<file path="src/rtl/vproc_pkg.sv">
// Shared definitions for the vector processor front end:
// instruction field layout, opcodes and sequencer states.
package vproc_pkg;

    localparam logic [1:0] OP_LOAD  = 2'b00;
    localparam logic [1:0] OP_STORE = 2'b01;
    localparam logic [1:0] OP_ADD   = 2'b10;
    localparam logic [1:0] OP_MUL   = 2'b11;

    localparam int OPC_HI  = 12;
    localparam int OPC_LO  = 11;
    localparam int REG_HI  = 10;
    localparam int REG_LO  = 9;
    localparam int ADDR_HI = 8;

    typedef enum logic {
        IDLE  = 1'b0,
        ISSUE = 1'b1
    } seq_state_t;

endpackage

</file>
<file path="src/rtl/seq_prog_mem.sv">
// Program store for the instruction sequencer.
// Synchronous write, asynchronous read, contents not reset.
module seq_prog_mem #(
    parameter int DEPTH   = 16,
    parameter int INSTR_W = 13,
    localparam int AW     = $clog2(DEPTH)
) (
    input  logic               clk,
    input  logic               we,
    input  logic [AW-1:0]      wr_addr,
    input  logic [INSTR_W-1:0] wr_data,
    input  logic [AW-1:0]      rd_addr,
    output logic [INSTR_W-1:0] rd_data
);

    logic [INSTR_W-1:0] mem [DEPTH];

    always_ff @(posedge clk) begin
        if (we) begin
            mem[wr_addr] <= wr_data;
        end
    end

    assign rd_data = mem[rd_addr];

endmodule

</file>
<file path="src/rtl/instr_sequencer.sv">
// Issues a stored program to the vector processor, one instruction per
// HOLD_CYCLES window. Define SEQ_LOOP_EN to repeat the program until halt.
module instr_sequencer
    import vproc_pkg::*;
#(
    parameter int INSTR_W     = 13,
    parameter int DEPTH       = 16,
    parameter int HOLD_CYCLES = 10
) (
    input  logic                     clk,
    input  logic                     rst,
    input  logic                     prog_we,
    input  logic [$clog2(DEPTH)-1:0] prog_addr,
    input  logic [INSTR_W-1:0]       prog_data,
    input  logic [$clog2(DEPTH):0]   prog_len,
    input  logic                     start,
    input  logic                     halt,
    output logic [INSTR_W-1:0]       instruction,
    output logic                     issue_valid,
    output logic                     issue_strobe,
    output logic [$clog2(DEPTH)-1:0] pc,
    output logic                     busy,
    output logic                     done
);

    localparam int AW = $clog2(DEPTH);
    localparam int LW = AW + 1;
    localparam int HW = (HOLD_CYCLES > 1) ? $clog2(HOLD_CYCLES) : 1;

    localparam logic [HW-1:0] HOLD_RLD = HW'(HOLD_CYCLES - 1);
    localparam logic [LW-1:0] LEN_MAX  = LW'(DEPTH);

    seq_state_t state_q, state_d;

    logic [AW-1:0]      pc_q, pc_d;
    logic [HW-1:0]      hold_q, hold_d;
    logic [LW-1:0]      len_q, len_d;
    logic [INSTR_W-1:0] instr_q, instr_d;
    logic               strobe_q, strobe_d;
    logic               done_q, done_d;

    logic               mem_we;
    logic [AW-1:0]      rd_addr;
    logic [INSTR_W-1:0] rd_data;
    logic [INSTR_W-1:0] issue_word;
    logic [1:0]         opc;
    logic               expire;
    logic               last;

    assign mem_we = prog_we && (state_q == IDLE);

    seq_prog_mem #(
        .DEPTH   (DEPTH),
        .INSTR_W (INSTR_W)
    ) u_mem (
        .clk     (clk),
        .we      (mem_we),
        .wr_addr (prog_addr),
        .wr_data (prog_data),
        .rd_addr (rd_addr),
        .rd_data (rd_data)
    );

    assign expire = (hold_q == '0);
    assign last   = ({1'b0, pc_q} + LW'(1)) >= len_q;

    // The read port always points at whatever would be issued next.
    assign rd_addr = (state_q == ISSUE && !last) ? pc_q + AW'(1) : '0;

    // Arithmetic ops carry no operands, so their operand bits are forced low.
    assign opc = rd_data[OPC_HI:OPC_LO];
    assign issue_word = (opc == OP_ADD || opc == OP_MUL)
                      ? {opc, {(INSTR_W-2){1'b0}}}
                      : rd_data;

    always_comb begin
        state_d  = state_q;
        pc_d     = pc_q;
        hold_d   = hold_q;
        len_d    = len_q;
        instr_d  = instr_q;
        strobe_d = 1'b0;
        done_d   = 1'b0;
        unique case (state_q)
            IDLE: begin
                if (start && !halt) begin
                    if (prog_len == '0) begin
                        done_d = 1'b1;
                    end else begin
                        state_d  = ISSUE;
                        len_d    = (prog_len > LEN_MAX) ? LEN_MAX : prog_len;
                        pc_d     = '0;
                        hold_d   = HOLD_RLD;
                        instr_d  = issue_word;
                        strobe_d = 1'b1;
                    end
                end
            end
            ISSUE: begin
                if (halt) begin
                    state_d = IDLE;
                end else if (!expire) begin
                    hold_d = hold_q - HW'(1);
                end else if (!last) begin
                    pc_d     = pc_q + AW'(1);
                    hold_d   = HOLD_RLD;
                    instr_d  = issue_word;
                    strobe_d = 1'b1;
                end else begin
                    done_d = 1'b1;
`ifdef SEQ_LOOP_EN
                    pc_d     = '0;
                    hold_d   = HOLD_RLD;
                    instr_d  = issue_word;
                    strobe_d = 1'b1;
`else
                    state_d  = IDLE;
`endif
                end
            end
            default: ;
        endcase
    end

    always_ff @(posedge clk) begin
        if (rst) begin
            state_q  <= IDLE;
            pc_q     <= '0;
            hold_q   <= '0;
            len_q    <= '0;
            instr_q  <= '0;
            strobe_q <= 1'b0;
            done_q   <= 1'b0;
        end else begin
            state_q  <= state_d;
            pc_q     <= pc_d;
            hold_q   <= hold_d;
            len_q    <= len_d;
            instr_q  <= instr_d;
            strobe_q <= strobe_d;
            done_q   <= done_d;
        end
    end

    assign instruction  = instr_q;
    assign issue_valid  = (state_q == ISSUE);
    assign issue_strobe = strobe_q;
    assign pc           = pc_q;
    assign busy         = (state_q != IDLE);
    assign done         = done_q;

endmodule

</file>
<file path="config.mk">
export PLATFORM = sky130hd
export DESIGN_NAME = instr_sequencer
export DESIGN_NICKNAME = d
export VERILOG_FILES = /design/src/rtl/vproc_pkg.sv /design/src/rtl/seq_prog_mem.sv /design/src/rtl/instr_sequencer.sv
export SDC_FILE = /design/constraint.sdc
export NUM_CORES = 1
export LEC_CHECK = 0
export BUFFER_PORTS_ARGS = -buffer_cell sky130_fd_sc_hd__buf_2
export CORE_ASPECT_RATIO = 0.7
export CORE_MARGIN = 2
export CORE_UTILIZATION = 60
export CTS_BUF_LIST = sky130_fd_sc_hd__clkbuf_2
export CTS_CLUSTER_DIAMETER = 40
export DETAILED_ROUTE_END_ITERATION = 10
export GPL_ROUTABILITY_DRIVEN = 1
export PLACE_DENSITY_LB_ADDON = 0.15
export SLEW_MARGIN = 20
export SYNTH_ARGS = -nofsm -noshare
export SYNTH_HDL_FRONTEND = slang
export SYNTH_SLANG_ARGS = --single-unit
</file>
<file path="constraint.sdc">
create_clock -name clk -period 8.35 [get_ports clk]
set_input_delay 0.4175 -clock clk [delete_from_list [all_inputs] [get_ports clk]]
set_output_delay 0.4175 -clock clk [all_outputs]
set_load 0.05 [all_outputs]
</file>
After elaboration in Yosys (flattened, before gate mapping)
Memories as Yosys holds them, arrays and structs flattened.
Cells that the tools add are included.
{"block": "classes", "bitwise": 2, "n_reduce_logical": 11, "eq_ne": 8, "n_addsub": 3, "order_cmp": 2, "mux": 38}
{"operator": "13-bit 2-to-1 mux", "count": 5}
{"operator": "4-bit 2-to-1 mux", "count": 11}
{"operator": "13-bit case mux with 2 select lines", "count": 1}
{"operator": "4-bit case mux with 2 select lines", "count": 2}
{"operator": "1-bit 2-to-1 mux", "count": 14}
{"operator": "11-bit 2-to-1 mux", "count": 1}
{"operator": "2-bit inequality test, second input constant", "count": 3}
{"operator": "1-bit case mux with 2 select lines", "count": 3}
{"operator": "4-bit by 1-bit adder with 5-bit output, second input constant", "count": 1}
{"operator": "5-bit >= comparator", "count": 1}
{"operator": "5-bit > comparator, second input constant", "count": 1}
{"operator": "5-bit zero test", "count": 1}
{"operator": "5-bit 2-to-1 mux", "count": 1}
{"operator": "5-bit AND reduction", "count": 1}
{"operator": "4-bit by 1-bit adder with 4-bit output, second input constant", "count": 1}
{"operator": "2-bit equality test, second input constant", "count": 2}
{"operator": "4-bit zero test", "count": 1}
{"operator": "2-bit by 1-bit inequality test with 1-bit output, second input constant", "count": 2}
{"operator": "4-bit AND reduction", "count": 1}
{"operator": "4-bit by 1-bit subtractor with 4-bit output, second input constant", "count": 1}
{"operator": "1-bit logical AND", "count": 3}
{"operator": "3-bit inequality test, second input constant", "count": 1}
{"operator": "3-bit AND reduction", "count": 1}
{"operator": "1-bit zero test", "count": 2}
{"operator": "2 further kinds", "count": 3}
{"block": "totals", "wordCells": 72, "ff_bits": 29, "out_inout_bits": 21, "inputBits": 27, "n_memories": 1, "mem_bits_rw": 208}
{"name": "u_mem.mem", "depth": 16, "word_bits": 13, "rd": 1, "rd_clocked_by_memory_dff": 0, "wr": 1, "line": "seq_prog_mem.sv:16", "rtl": "logic [INSTR_W-1:0] mem [DEPTH];"}

Depth between registers and ports, before layout
An unclocked memory read counts as a cell.
{"block": "logic_depth", "word_depth": 13, "depth_mapped": 13}

Modules after synthesis
A second synthesis with hierarchy kept.
{"block": "unflattened", "cells_unflattened": 519, "area_unflattened_um2": 9495.4}
{"mod": "seq_prog_mem", "cells_per_inst": 342, "instances": 1, "area_each_um2": 7982.7}
{"mod": "instr_sequencer", "cells_per_inst": 177, "instances": 1, "area_each_um2": 1512.7}

Worst setup path before layout
Ideal clock, no wire load.
{"block": "synth_timing", "path_kind": "reg2reg", "from": "register pc_q[0], in the netlist pc[0]", "to": "register instr_q[4], in the netlist instruction[4]", "setup_time_ns": 0.131, "path_buffers": 3, "required_ns": 8.219, "path_stages_with_launch": 14, "path_slack_ns": 5.299, "t_arrival_ns": 2.920, "path_cell_list": "dfxtp_1 ha_1 xor2_2 ha_1 a21oi_2 o21a_1 buf_6 o21ai_2 buf_6 buf_4 a211oi_1 nor3_1 a221oi_1 a32oi_1"}
{"block": "synth_via", "elab_chain_cells": 13, "word_cells_on_any_way": 19, "cone_classes": "add/sub: 2; order compare: 1; eq/ne: 3; mux: 8; reduce/logical: 4; memory: 1"}
{"item": "from (decl)", "line": "instr_sequencer.sv:35", "rtl": "logic [AW-1:0] pc_q, pc_d;"}
{"item": "from (signal assigned)", "line": "instr_sequencer.sv:136", "rtl": "pc_q <= pc_d;"}
{"item": "4-bit by 1-bit adder with 5-bit output", "line": "instr_sequencer.sv:65", "rtl": "assign last = ({1'b0, pc_q} + LW'(1)) >= len_q;"}
{"item": "5-bit >= comparator", "line": "instr_sequencer.sv:65"}
{"item": "1-bit zero test"}
{"item": "1-bit logical AND", "line": "instr_sequencer.sv:68", "rtl": "assign rd_addr = (state_q == ISSUE && !last) ? pc_q + AW'(1) : '0;"}
{"item": "4-bit 2-to-1 mux", "line": "instr_sequencer.sv:68"}
{"item": "memory read 16 x 13 bit"}
{"item": "2-bit equality test", "line": "instr_sequencer.sv:72", "rtl": "assign issue_word = (opc == OP_ADD || opc == OP_MUL)"}
{"item": "1-bit logical OR", "line": "instr_sequencer.sv:72"}
{"item": "11-bit 2-to-1 mux", "line": "instr_sequencer.sv:73", "rtl": "? {opc, {(INSTR_W-2){1'b0}}}"}
{"item": "13-bit 2-to-1 mux", "line": "instr_sequencer.sv:104", "rtl": "end else if (!last) begin"}
{"item": "13-bit 2-to-1 mux", "line": "instr_sequencer.sv:102", "rtl": "end else if (!expire) begin"}
{"item": "13-bit 2-to-1 mux", "line": "instr_sequencer.sv:100", "rtl": "if (halt) begin"}
{"item": "13-bit case mux with 2 select lines", "line": "instr_sequencer.sv:84", "rtl": "unique case (state_q)"}
{"item": "to (signal assigned)", "line": "instr_sequencer.sv:139", "rtl": "instr_q <= instr_d;"}
{"item": "to (decl)", "line": "instr_sequencer.sv:38", "rtl": "logic [INSTR_W-1:0] instr_q, instr_d;"}
Several ways; a longest one is shown, not always the timed one. The select of a mux whose other input is x is not followed.
A chain may end at the register's enable or synchronous reset.

Worst setup path in the final report
{"block": "layout_timing", "from": "register pc_q[0], in the netlist pc[0]", "to": "register instr_q[7], in the netlist instruction[7]"}
Same word-level chain as after synthesis.

==> flow_metrics.py <==
metrics = {
    "status": {
        "outcome": "finished, final reports clean",
    },
    "clock_network": {
        "clock_latency_ps": 770,
        "post-cts-setup-buffers": 0,
        "cts.clk_slew.worst_paths_ps": 120,
        "htree_levels": 2,
        "cts-root-buf": "clkbuf_2",
        "cts_sinks": 237,
        "cts_buffers": 53,
        "clockBufferDepth": 3,
        "cts_tree": "built",
    },
    "power_and_ir_drop": {
        "combPwrFrac_pct": 5.8,
        "seq_power_share_pct": 60.6,
        "pwr-share-clk_pct": 33.6,
        "switching_share_pct": 24.37,
        "leakage_uw": 0.003684,
        "p_sw_uw": 526.8,
        "vdd_drop_max_mv": 0.1276,
        "cell_internal_pwr_uw": 1635,
        "cellPowerDensity_nw_per_um2": 196.6,
    },
    "grt": {
        "grt-ovfl-total": 0,
        "grt_pass1_wl_mm": 37.78,
        "grt_usage_pct": 28.81,
        "grt_max_degree": 66,
        "grt_pass1_vias": 6716,
        "grt_antenna_before_repair": 0,
    },
    "final_layout": {
        "multi_input_area_sq_um": 2826,
        "seqCellArea_sq_um": 6827,
        "num-fill-cells": 1213,
        "fin_area_sq_um": 11000,
        "antennaDiodeCount": 0,
        "layout-drive-gt1-share_pct": 23.66,
        "finalNonFillerCells": 1062,
        "final_nets": 831,
        "syn2layout_area_growth_pct": 10.44,
    },
    "floorplan": {
        "io_pins": 48,
        "coreArea_sq_um": 16300,
        "start_util_pct": 61.10,
        "die_h_um": 111.8,
        "rows": 39,
        "die_w_um": 158.0,
        "die-area_sq_um": 17660,
    },
    "sta": {
        "slew_violations": 0,
        "worst_pin_slew_ps": 998.1,
        "hold_viol_final": 0,
        "setup_viol": 0,
        "timing.slew.headroom_pct": 33.46,
        "setup_ws_ps": 4489,
        "rsz0062_at_grt": "false",
        "worst_clock_skew_ps": 75.31,
        "period_share_pct": 46.24,
        "period_minus_slack_ps": 3861,
        "fmax_mhz": 259.0,
        "setup_tns_ps": 0,
    },
    "synthesis": {
        "netlist_area_sq_um": 9958,
        "synth_flop_cell": "edfxtp_1",
        "yosys_warnings": 0,
        "synth_area_leaders": "edfxtp_1 (63%), dfxtp_1 (5.8%), a221oi_1 (3.3%), mux2i_1 (2.6%), nand2_1 (2.1%)",
        "yosysUniqueCellTypes": 69,
        "synth.avg_cell_area_sq_um": 14.09,
        "synth_top_cell_by_area": "edfxtp_1",
        "synthArstFlopShare_pct": 0,
        "ys_seq_elements": 237,
        "synth_edf_count": 208,
        "ys_seq_area_share_pct": 68.55,
        "synth_fp_nets": 740,
        "synth_cells": 707,
        "synth_top_area_share_pct": 62.72,
    },
    "drt": {
        "vias": 6786,
        "post_drt_via_cell_ratio": 6.390,
        "dr.pass1.iters": 5,
        "wl_per_cell_um": 23.30,
        "wl_mm": 24.75,
        "drtIter0Drc": 844,
        "ant_nets": 0,
        "drc": 0,
    },
    "run": {
        "cap_violations": 0,
    },
    "place": {
        "post-dp-hpwl_mm": 14.98,
        "place_worst_setup_slack_ps": 4593,
        "placed_area_sq_um": 10330,
        "gp_congestion": 0.8602,
        "dpl.cell_count": 950,
        "io_buffers": 47,
    },
    "hold_path": {
        "holdCritPathClass": "primary input to register",
    },
    "setup_path": {
        "crit_fanout": 30,
        "critical_path_class": "register to register",
        "start_kind": "register",
        "critPathCaptureType": "register",
        "crit_required_ps": 8940,
        "worst-endpoint-arrival_ps": 4450,
    },
}
[through the flow]
stage               power, uW  hold WS (ps)  utilization (%)
finish                   2162         80.07            67.48
global route             2248         2.577            67.48
CTS                      2177         3.818            67.48
detailed placement       1454         440.4            63.37
global placement         1449         448.2            63.28
floorplan                1409         431.9                -
[layout by cell type, fill, tap and decap left out, types with 3 or more instances in the layout]
master and count:
edfxtp_1 208, clkbuf_2 85, nand2_1 57, buf_2 47, nor2_1 43, a221oi_1 38
nor3_1 34, o21ai_0 29, dfxtp_1 29, a211oi_1 26, mux2i_1 26, a21oi_1 25
dlygate4sd3_1 18, nand3_1 17, buf_4 17, a32oi_1 11, a211oi_2 10, inv_1 8
clkinv_1 7, ha_1 6, o221ai_1 5, nor2_2 4, o21ai_2 4, a31oi_1 4
o211ai_1 4, and3_1 3, nand2b_1 3, nor3_2 3, a21o_1 3, a211o_1 3
a22oi_1 3, o21ai_1 3
[Yosys cell counts, types with 5 or more instances]
cell type	instances
edfxtp_1	208
clkbuf_1	5
o221ai_1	5
a211oi_1	26
buf_4	11
buf_2	19
buf_6	10
dfxtp_1	29
nor2_1	47
nor3_1	38
nand3_1	17
mux2i_1	26
a21oi_1	25
o21ai_0	29
a32oi_1	11
ha_1	6
a221oi_1	38
nand2_1	57
inv_1	8
a211oi_2	10
[cells by family (layout without fill, tap and decap cells)]
family / after synthesis / in the layout / synth area share [%]
DFF: 237 / 237 / 68.55
AOI/OAI and AO/OA: 193 / 193 / 15.27
and+or+nand+nor: 186 / 186 / 8.758
buffers and inverters: 54 / 184 / 3.443
muxes: 27 / 27 / 2.726
adders and majority gates: 6 / 6 / 0.7538
xor gates and xnor gates: 4 / 4 / 0.5027
[sequential cells by signal (all words and copies together), names as in the netlist]
name	flops
hold_q	4
pc	4
busy	1
issue_strobe	1
u_mem.mem	208
done	1
len_q	5
instruction	13
[worst max-delay path: stages, from the launching register on]
cell,delay (ps)
dfxtp_1,480
ha_1,250
xor2_2,200
ha_1,280
a21oi_2,180
o21ai_2,290
a21oi_4,880
nand2_1,560
o221ai_1,330
o221a_1,220
o21ai_1,50
[path summary, 6_finish.rpt]
kind	startpoint	end	slack [ps]	depth (start not counted)
max	pc[0]	instruction[7]	4490	10
min	prog_data[10]	u_mem.mem[3][10]	80	1
max reg2reg	pc[0]	instruction[7]	4490	10
min reg2reg	instruction[7]	instruction[7]	460	2
[metal layers]
metal / wire length [um] / GRT usage [%] / part of all wire (%) / vias to the layer above
met5: 0 / 0 / 0 / -
met4: 266 / 7.748 / 1.1 / 0
met3: 2773 / 7.863 / 11 / 33
met2: 11220 / 42.78 / 45 / 377
met1: 10490 / 42.58 / 42 / 3364
li1: - / - / - / 3012
[cell type report]
| type | instances | area share [%] |
|---|---|---|
| sequential | 237 | 62.07 |
| multi-input combinational | 416 | 25.70 |
| timing repair buffer | 82 | 4.937 |
| clock buffer | 85 | 3.868 |
| tap | 225 | 2.560 |
| clock inverter | 9 | 0.5916 |
| inverter | 8 | 0.2730 |
[power by group through the flow]
stage	combinational (uW)	sequential [uW]	clock [uW]
finish	125	1310	726
global placement	112	1340	0
global route	134	1310	801
CTS	123	1310	744
floorplan	64.7	1340	0
detailed placement	116	1340	0
[repair_timing]
action | CTS | global route
gates resized for setup | 0 | 0
endpoints found under the hold margin | 134 | 0
hold buffers | 18 | 0
Note: power is estimated with default switching activity, not from simulation.
